--- src/rtl/muxnxn_pkg.sv ---
// Shared types for the N:1 registered handshake mux.
package muxnxn_pkg;

  // Arbitration mode carried on muxnxn_port_mode.
  typedef enum logic {
    MUXNXN_MODE_MANUAL = 1'b0,
    MUXNXN_MODE_RR     = 1'b1
  } muxnxn_mode_t;

endpackage

--- src/rtl/muxnxn_arb_if.sv ---
// Handshake bundle between N producers, the mux and one consumer.
interface muxnxn_arb_if #(
  parameter int M = 16,
  parameter int N = 4
);
  import muxnxn_pkg::*;
  localparam int SW = $clog2(N);

  muxnxn_mode_t     muxnxn_port_mode;
  logic [SW-1:0]    muxnxn_port_sel;
  logic [N*M-1:0]   muxnxn_port_in_data;
  logic [N-1:0]     muxnxn_port_in_valid;
  logic [N-1:0]     muxnxn_port_in_ready;
  logic [M-1:0]     muxnxn_port_out_data;
  logic [SW-1:0]    muxnxn_port_out_chan;
  logic             muxnxn_port_out_valid;
  logic             muxnxn_port_out_ready;

  // Producer/consumer side (drives requests, accepts output).
  modport master (
    output muxnxn_port_mode, muxnxn_port_sel, muxnxn_port_in_data,
           muxnxn_port_in_valid, muxnxn_port_out_ready,
    input  muxnxn_port_in_ready, muxnxn_port_out_data,
           muxnxn_port_out_chan, muxnxn_port_out_valid
  );

  // Mux side.
  modport slave (
    input  muxnxn_port_mode, muxnxn_port_sel, muxnxn_port_in_data,
           muxnxn_port_in_valid, muxnxn_port_out_ready,
    output muxnxn_port_in_ready, muxnxn_port_out_data,
           muxnxn_port_out_chan, muxnxn_port_out_valid
  );
endinterface

--- src/rtl/muxnxn_rr_pick.sv ---
// Rotating priority encoder: first set req bit searching from ptr+1 upward,
// wrapping modulo N. Purely combinational.
module muxnxn_rr_pick #(
  parameter  int N  = 4,
  localparam int SW = $clog2(N)
) (
  input  logic [N-1:0]  req,
  input  logic [SW-1:0] ptr,
  output logic [SW-1:0] gnt_idx,
  output logic          gnt_any
);
  logic [SW-1:0] j;

  // Walk the search order backwards so the earliest candidate wins last.
  always_comb begin
    gnt_idx = '0;
    gnt_any = 1'b0;
    j       = '0;
    for (int k = N; k >= 1; k--) begin
      j = SW'((int'(ptr) + k) % N);
      if (req[j]) begin
        gnt_idx = j;
        gnt_any = 1'b1;
      end
    end
  end
endmodule

--- src/rtl/muxnxn_arb.sv ---
// N-input, M-bit registered mux with valid/ready on every port.
// Optional round-robin arbitration is built when MUXNXN_ARB_RR_EN is
// defined; otherwise the block is manual-select only and mode is ignored.
module muxnxn_arb
  import muxnxn_pkg::*;
#(
  parameter int M = 16,
  parameter int N = 4
) (
  input logic         muxnxn_port_clk,
  input logic         muxnxn_port_rst,
  muxnxn_arb_if.slave bus
);
  localparam int SW = $clog2(N);

  logic [N-1:0][M-1:0] in_arr;
  logic [SW-1:0]       g;
  logic                grant;
  logic                sel_ok;
  logic                accept_ok;
  logic                xfer;
  logic [M-1:0]        out_data_q;
  logic [SW-1:0]       out_chan_q;
  logic                out_valid_q;

  assign in_arr    = bus.muxnxn_port_in_data;
  assign accept_ok = !out_valid_q || bus.muxnxn_port_out_ready;
  // Out-of-range selects (non power-of-two N) never grant.
  assign sel_ok    = (int'(bus.muxnxn_port_sel) < N) &&
                     bus.muxnxn_port_in_valid[bus.muxnxn_port_sel];

`ifdef MUXNXN_ARB_RR_EN
  logic [SW-1:0] ptr_q;
  logic [SW-1:0] rr_idx;
  logic          rr_any;
  logic          mode_rr;

  assign mode_rr = (bus.muxnxn_port_mode == MUXNXN_MODE_RR);

  muxnxn_rr_pick #(.N(N)) u_rr_pick (
    .req     (bus.muxnxn_port_in_valid),
    .ptr     (ptr_q),
    .gnt_idx (rr_idx),
    .gnt_any (rr_any)
  );

  assign g     = mode_rr ? rr_idx : bus.muxnxn_port_sel;
  assign grant = mode_rr ? rr_any : sel_ok;

  // Last-granted pointer; reset to N-1 so channel 0 leads after reset.
  always_ff @(posedge muxnxn_port_clk or posedge muxnxn_port_rst) begin
    if (muxnxn_port_rst)   ptr_q <= SW'(N - 1);
    else if (xfer && mode_rr) ptr_q <= g;
  end
`else
  logic unused_mode;
  assign unused_mode = bus.muxnxn_port_mode;
  assign g           = bus.muxnxn_port_sel;
  assign grant       = sel_ok;
`endif

  // Reset also masks ready so no producer sees a handshake while held.
  assign xfer = accept_ok && grant && !muxnxn_port_rst;
  assign bus.muxnxn_port_in_ready = xfer ? (N'(1) << g) : '0;

  // Output stage: load on transfer, drop valid on drain, hold on stall.
  always_ff @(posedge muxnxn_port_clk or posedge muxnxn_port_rst) begin
    if (muxnxn_port_rst) begin
      out_valid_q <= 1'b0;
      out_data_q  <= '0;
      out_chan_q  <= '0;
    end else if (xfer) begin
      out_valid_q <= 1'b1;
      out_data_q  <= in_arr[g];
      out_chan_q  <= g;
    end else if (bus.muxnxn_port_out_ready) begin
      out_valid_q <= 1'b0;
    end
  end

  assign bus.muxnxn_port_out_data  = out_data_q;
  assign bus.muxnxn_port_out_chan  = out_chan_q;
  assign bus.muxnxn_port_out_valid = out_valid_q;
endmodule
--- src/flat_wrapper.sv ---
// flat-port wrapper written by rule: the top's interface ports become plain ports
module muxnxn_arb_flat import muxnxn_pkg::*;
#(
  parameter int M = 16,
  parameter int N = 4
)
  (muxnxn_port_clk, muxnxn_port_rst, bus_muxnxn_port_mode, bus_muxnxn_port_sel, bus_muxnxn_port_in_data, bus_muxnxn_port_in_valid, bus_muxnxn_port_out_ready, bus_muxnxn_port_in_ready, bus_muxnxn_port_out_data, bus_muxnxn_port_out_chan, bus_muxnxn_port_out_valid);
  muxnxn_arb_if #(.M(M), .N(N)) bus_i ();
  input logic muxnxn_port_clk;
  input logic muxnxn_port_rst;
  input wire logic [$bits(bus_i.muxnxn_port_mode)-1:0] bus_muxnxn_port_mode;
  input wire logic [$bits(bus_i.muxnxn_port_sel)-1:0] bus_muxnxn_port_sel;
  input wire logic [$bits(bus_i.muxnxn_port_in_data)-1:0] bus_muxnxn_port_in_data;
  input wire logic [$bits(bus_i.muxnxn_port_in_valid)-1:0] bus_muxnxn_port_in_valid;
  input wire logic [$bits(bus_i.muxnxn_port_out_ready)-1:0] bus_muxnxn_port_out_ready;
  output wire logic [$bits(bus_i.muxnxn_port_in_ready)-1:0] bus_muxnxn_port_in_ready;
  output wire logic [$bits(bus_i.muxnxn_port_out_data)-1:0] bus_muxnxn_port_out_data;
  output wire logic [$bits(bus_i.muxnxn_port_out_chan)-1:0] bus_muxnxn_port_out_chan;
  output wire logic [$bits(bus_i.muxnxn_port_out_valid)-1:0] bus_muxnxn_port_out_valid;
  assign bus_i.muxnxn_port_mode = bus_muxnxn_port_mode;
  assign bus_i.muxnxn_port_sel = bus_muxnxn_port_sel;
  assign bus_i.muxnxn_port_in_data = bus_muxnxn_port_in_data;
  assign bus_i.muxnxn_port_in_valid = bus_muxnxn_port_in_valid;
  assign bus_i.muxnxn_port_out_ready = bus_muxnxn_port_out_ready;
  assign bus_muxnxn_port_in_ready = bus_i.muxnxn_port_in_ready;
  assign bus_muxnxn_port_out_data = bus_i.muxnxn_port_out_data;
  assign bus_muxnxn_port_out_chan = bus_i.muxnxn_port_out_chan;
  assign bus_muxnxn_port_out_valid = bus_i.muxnxn_port_out_valid;
  muxnxn_arb #(.M(M), .N(N)) u_core (.muxnxn_port_clk(muxnxn_port_clk), .muxnxn_port_rst(muxnxn_port_rst), .bus(bus_i));
endmodule
--- config.mk ---
export PLATFORM = sky130hd
export DESIGN_NAME = muxnxn_arb_flat
export DESIGN_NICKNAME = d
export VERILOG_FILES = /design/src/rtl/muxnxn_pkg.sv /design/src/rtl/muxnxn_arb_if.sv /design/src/rtl/muxnxn_rr_pick.sv /design/src/rtl/muxnxn_arb.sv /design/src/flat_wrapper.sv
export SDC_FILE = /design/constraint.sdc
export NUM_CORES = 1
export LEC_CHECK = 0
export BUFFER_PORTS_ARGS = -buffer_cell sky130_fd_sc_hd__buf_2
export CAP_MARGIN = 20
export CORE_MARGIN = 3
export CORE_UTILIZATION = 41
export CTS_BUF_LIST = sky130_fd_sc_hd__clkbuf_8
export DETAILED_ROUTE_END_ITERATION = 6
export PLACE_DENSITY = 0.8
export SYNTH_ARGS = -nofsm -noshare
export SYNTH_HDL_FRONTEND = slang
export SYNTH_SLANG_ARGS = --single-unit
--- constraint.sdc ---
create_clock -name muxnxn_port_clk -period 1.4 [get_ports muxnxn_port_clk]
set_input_delay 0.14 -clock muxnxn_port_clk [delete_from_list [all_inputs] [get_ports muxnxn_port_clk]]
set_output_delay 0.14 -clock muxnxn_port_clk [all_outputs]
set_load 0.02 [all_outputs]
Word-level counts from Yosys, hierarchy flattened:

Cells that the tools add are included.
W data, S select, Z words.

* order comparisons: 1
* shift operators: 1
* reduce and logical (&&, ||, !) cells: 6
* multiplexer cells: 7

Operator list (count)
* $bmux W16 S2: 1
* $mux W16: 1
* $mux W4: 1
* $shl A1 B2 Y4 const A: 1
* $lt A2 B3 Y1 const B: 1
* $mux W1: 3
* $bmux W1 S2: 1
* $logic_and A1 B1 Y1: 2
* $logic_not A1 Y1: 2
* $reduce_bool A2 Y1: 1
* $logic_or A1 B1 Y1: 1

* output and inout port bits: 23
* logic and storage cells: 18
* bits of input ports: 74
* register bits: 19

Logic depth before layout (Yosys ltp):

* depth after elaboration: 5
* depth in mapped cells: 5

Worst setup path before layout:

OpenSTA, ideal clock, no wires.

* kind: input to output
* from: input muxnxn_port_rst
* to: output bus_muxnxn_port_in_ready[0]
* cell stages on the path: 3
* arrival time: 1.379 ns
* path buffers: 0
* path slack: -0.119 ns
* cell sequence: inv_1 -> nand3_1 -> nor3b_1

* word-level cells in the longest chain between the ends: 3

RTL lines
* start, declared: RTL line flat_wrapper.sv:10 `input logic muxnxn_port_rst;`
* $logic_not A1 Y1: RTL line muxnxn_arb.sv:63 `assign xfer = accept_ok && grant && !muxnxn_port_rst;`
* $logic_and A1 B1 Y1: RTL line muxnxn_arb.sv:63
* $mux W4: RTL line muxnxn_arb.sv:64 `assign bus.muxnxn_port_in_ready = xfer ? (N'(1) << g) : '0;`
* end, declared: RTL line flat_wrapper.sv:16 `output wire logic [$bits(bus_i.muxnxn_port_in_ready)-1:0] bus_muxnxn_port_in_ready;`

Every way passes these cells.

Worst setup path after layout:

* from: register u_core.out_valid_q (netlist: u_core.bus.muxnxn_port_out_valid)
* to: output bus_muxnxn_port_in_ready[3]

* word-level cells in the longest chain between the ends: 5

RTL lines
* start, declared: RTL line muxnxn_arb.sv:24 `logic out_valid_q;`
* start signal, assigned: RTL line muxnxn_arb.sv:69 `out_valid_q <= 1'b0;`
* start signal, assigned: RTL line muxnxn_arb.sv:73 `out_valid_q <= 1'b1;`
* start signal, assigned: RTL line muxnxn_arb.sv:77 `out_valid_q <= 1'b0;`
* $logic_not A1 Y1: RTL line muxnxn_arb.sv:27 `assign accept_ok = !out_valid_q || bus.muxnxn_port_out_ready;`
* $logic_or A1 B1 Y1: RTL line muxnxn_arb.sv:27
* $logic_and A1 B1 Y1 (2 in a row): RTL line muxnxn_arb.sv:63
* $mux W4: RTL line muxnxn_arb.sv:64

Every way passes these cells.

==> reports/results.md <==
• failing checks: negative setup slack
• pin count of the biggest net entering global routing: 16
• data arrival time of the critical path: 1270 ps
• Tightest Hold Check Type: input port to register
• gate count of the mapped netlist: 77
• peak fanout along the critical path: 3
• element type at the critical path end: output pin
• cell area reported after detailed placement: 1870 µm²
• clock period minus worst slack: 1410 ps
• Die Span X: 61.9 µm
• core box area: 2880 µm²
• result of the run: finished, violations left
• most frequent cells in the layout: sky130_fd_sc_hd__buf_2, sky130_fd_sc_hd__dfrtp_1, sky130_fd_sc_hd__mux4_2, sky130_fd_sc_hd__buf_4
• total power per unit cell area: 1040 nW/µm²
• area share of the largest cell type after synthesis: 0.371
• category of the critical setup timing path: register to output pin
• Final Cycle Share: 1.01
• Relative slew margins: 0.826
• final setup vio count: 1
• site row count: 19
• post-detailed-route DRC marker count: 0
• Largest stage delay, worst path: 420 ps
• floorplan die area: 3840 µm²
• count of antenna-violating nets left after detailed routing: 0
• Setup WS pre-CTS: -109 ps
• clk sink count: 19
• VDD IR-drop max: 0.000536 V
• reported net switching power: 0.685 mW
• Seq/Total Area, Yosys: 0.371
• total wire length: 3.40 mm
• GR Util All Layers: 0.170
• nets in the synthesized netlist: 151
• area growth from synthesis to final layout: 54.6%
• first-pass GRT wire length: 4.87 mm
• Setup TNS Final: -12.3 ps
• detailed-router iteration count before antenna repair: 3
• setup repair after global routing missed its margin: true
• FF-to-FF Start: u_core.bus.muxnxn_port_out_valid$_DFFE_PP0P_
• iteration-0 DRC count of the detailed router: 24
• transition time of the tightest slew-check pin: 259 ps
• worst-case hold slack: 252 ps
• count of input and output buffers: 95
• dominant cells by area after synthesis: sky130_fd_sc_hd__dfrtp_1, sky130_fd_sc_hd__mux4_2, sky130_fd_sc_hd__mux2_4
• CTS tree: yes
• switching power as a share of total power: 0.333
• gr ovfl total: 0
• GPL Wtd Cong: 0.849
• clock latency at the later pin of the worst-skew pair: 250 ps
• fraction of power consumed by the clock network: 0.181
• most frequent standard cell in the layout excluding fill and tap cells: sky130_fd_sc_hd__buf_2
• proportion of power drawn by flip-flops and latches: 0.381
• worst setup path start: u_core.bus.muxnxn_port_out_valid$_DFFE_PP0P_
• Logic pwr share: 0.438
• cell at the root of the clock tree: sky130_fd_sc_hd__clkbuf_8
• vias in the first global route: 1164
• library cell contributing the largest single delay on the critical path: sky130_fd_sc_hd__dfrtp_1
• startpoint types: register
• Critical Path RT: 1260 ps
• max-slew violations: 0
• number of endpoints with negative hold slack in the final report: 0
• ratio of routed vias to standard cells: 5.06
• effective utilization at floorplan: 0.446
• clock slew at the register clock pins of the worst setup and hold paths: 70 ps
• HPWL after detailed placement: 2.74 mm
• I/O pin total: 97
• Achievable Freq: 708 MHz
• antenna diode instance count: 0
• mean instance size in the synthesized netlist: 16.7 µm²
• number of H-tree levels: 1
• Via Count: 1143
• worst-case setup margin in the final layout: -12.3 ps
• cell internal pwr: 1.37 mW
• Cell Area, Synth: 1280 µm²
• mean routed wirelength per cell: 15.0 µm
• Layout Cell Area excl Fill: 1980 µm²
• Synth Warn #: 0
• cell taking the most area after synthesis: sky130_fd_sc_hd__dfrtp_1
• distinct cell type count of the synthesized netlist: 24
• leak pwr: 1.01 nW
• initial antenna violation count: 0
• number of nets in the final layout: 259
• vertical die dimension: 61.9 µm
• number of non-filler instances in the completed layout: 226
• number of clock buffers inserted by TritonCTS: 3
• launch point of the worst hold path: muxnxn_port_rst
• Longest Clk Path Bufs: 2
• total power draw: 2.06 mW
• clock tree skew after final layout: 3.09 ps
• post-synthesis sequential element count: 19
• placed cells: 219
• layout cell share with drive strength beyond 1: 0.815
• Core Util, Final: 0.689
• MaxCap Viol Count: 0
• cell chain of the critical path: nor2b_4 -> nor2_2 -> and4_1 -> buf_6
per-layer routing:
| layer | GRT usage | wire, µm |
|---|---|---|
| met2 | 0.321 | 1740 |
| met3 | 0.0372 | 338 |
| met1 | 0.188 | 1280 |
| met4 | 0.0515 | 39 |
| met5 | 0 | 0 |
area by class of cell:
| type | count | area, µm² |
|---|---|---|
| timing repair buffer | 109 | 623 |
| clock inverter | 1 | 5.00 |
| clock buffer | 3 | 41.3 |
| sequential | 19 | 475 |
| multi-input combinational | 50 | 774 |
| inverter | 2 | 11.3 |
| tap | 42 | 52.6 |
| fill | 215 | 893 |
flip-flops by register name, summed over array words and instances, names as in the netlist:
signal                            flops
u_core.bus.muxnxn_port_out_valid      1
u_core.bus.muxnxn_port_out_chan       2
u_core.bus.muxnxn_port_out_data      16
power groups by stage:
stage	logic, mW	registers (mW)	clock network, mW
final	0.900	0.783	0.373
after global routing	0.968	0.802	0.411
after CTS	0.897	0.783	0.385
after detailed placement	0.878	0.789	0
after global placement	0.855	0.781	0
after floorplan	0.361	0.971	0
critical path: cells and delay by family (launching register included):
kind          cells  cell delay, ps
simple gates      3             470
flops             1             420
buf+inv           1             130
cell families after synthesis:
| group | after synthesis | share of synthesized area |
|---|---|---|
| muxes | 36 | 0.502 |
| DFF | 19 | 0.371 |
| and+or+nand+nor | 11 | 0.0595 |
| buffers and inverters | 8 | 0.0527 |
| AOI/OAI and AO/OA | 3 | 0.0146 |
final timing paths:
| check | slack [ps] | to | depth (start not counted) |
|---|---|---|---|
| worst max-delay path | -10 | bus_muxnxn_port_in_ready[3] | 4 |
| worst min-delay path | 250 | u_core.bus.muxnxn_port_out_chan[0]$_DFFE_PP0P_ | 3 |
| worst max register to register | 80 | u_core.bus.muxnxn_port_out_data[12]$_DFFE_PP0P_ | 5 |
| worst min register to register | 510 | u_core.bus.muxnxn_port_out_data[3]$_DFFE_PP0P_ | 1 |
| max in group asynchronous | 670 | u_core.bus.muxnxn_port_out_data[8]$_DFFE_PP0P_ | 4 |
| min in group asynchronous | 580 | u_core.bus.muxnxn_port_out_chan[0]$_DFFE_PP0P_ | 4 |
cells in the mapped netlist:
cell type,instances
sky130_fd_sc_hd__nor2b_1,1
sky130_fd_sc_hd__nor2_1,2
sky130_fd_sc_hd__inv_1,2
sky130_fd_sc_hd__o21ai_0,1
sky130_fd_sc_hd__nand2_1,2
sky130_fd_sc_hd__and4b_1,1
sky130_fd_sc_hd__mux4_2,13
sky130_fd_sc_hd__nand3_4,1
sky130_fd_sc_hd__buf_2,2
sky130_fd_sc_hd__clkbuf_1,1
sky130_fd_sc_hd__dfrtp_1,19
sky130_fd_sc_hd__nor3b_1,1
sky130_fd_sc_hd__nand2b_1,1
sky130_fd_sc_hd__mux2_2,9
sky130_fd_sc_hd__and4_1,1
sky130_fd_sc_hd__a31oi_1,1
sky130_fd_sc_hd__buf_6,1
sky130_fd_sc_hd__buf_8,1
sky130_fd_sc_hd__nand3_1,1
sky130_fd_sc_hd__mux4_1,4
sky130_fd_sc_hd__mux2_4,9
sky130_fd_sc_hd__o31ai_1,1
sky130_fd_sc_hd__mux2i_1,1
sky130_fd_sc_hd__buf_12,1
timing repair:
action | 4_1_cts | 5_1_grt
setup buffers | 1 | 1
resized for setup | 8 | 3
hold buffers | 1 | 0
endpoints found under the setup margin | 4 | 3
hold endpoints to repair | 19 | 0
pin swaps | 3 | 5
No activity file was read; power rests on OpenSTA's default activity.
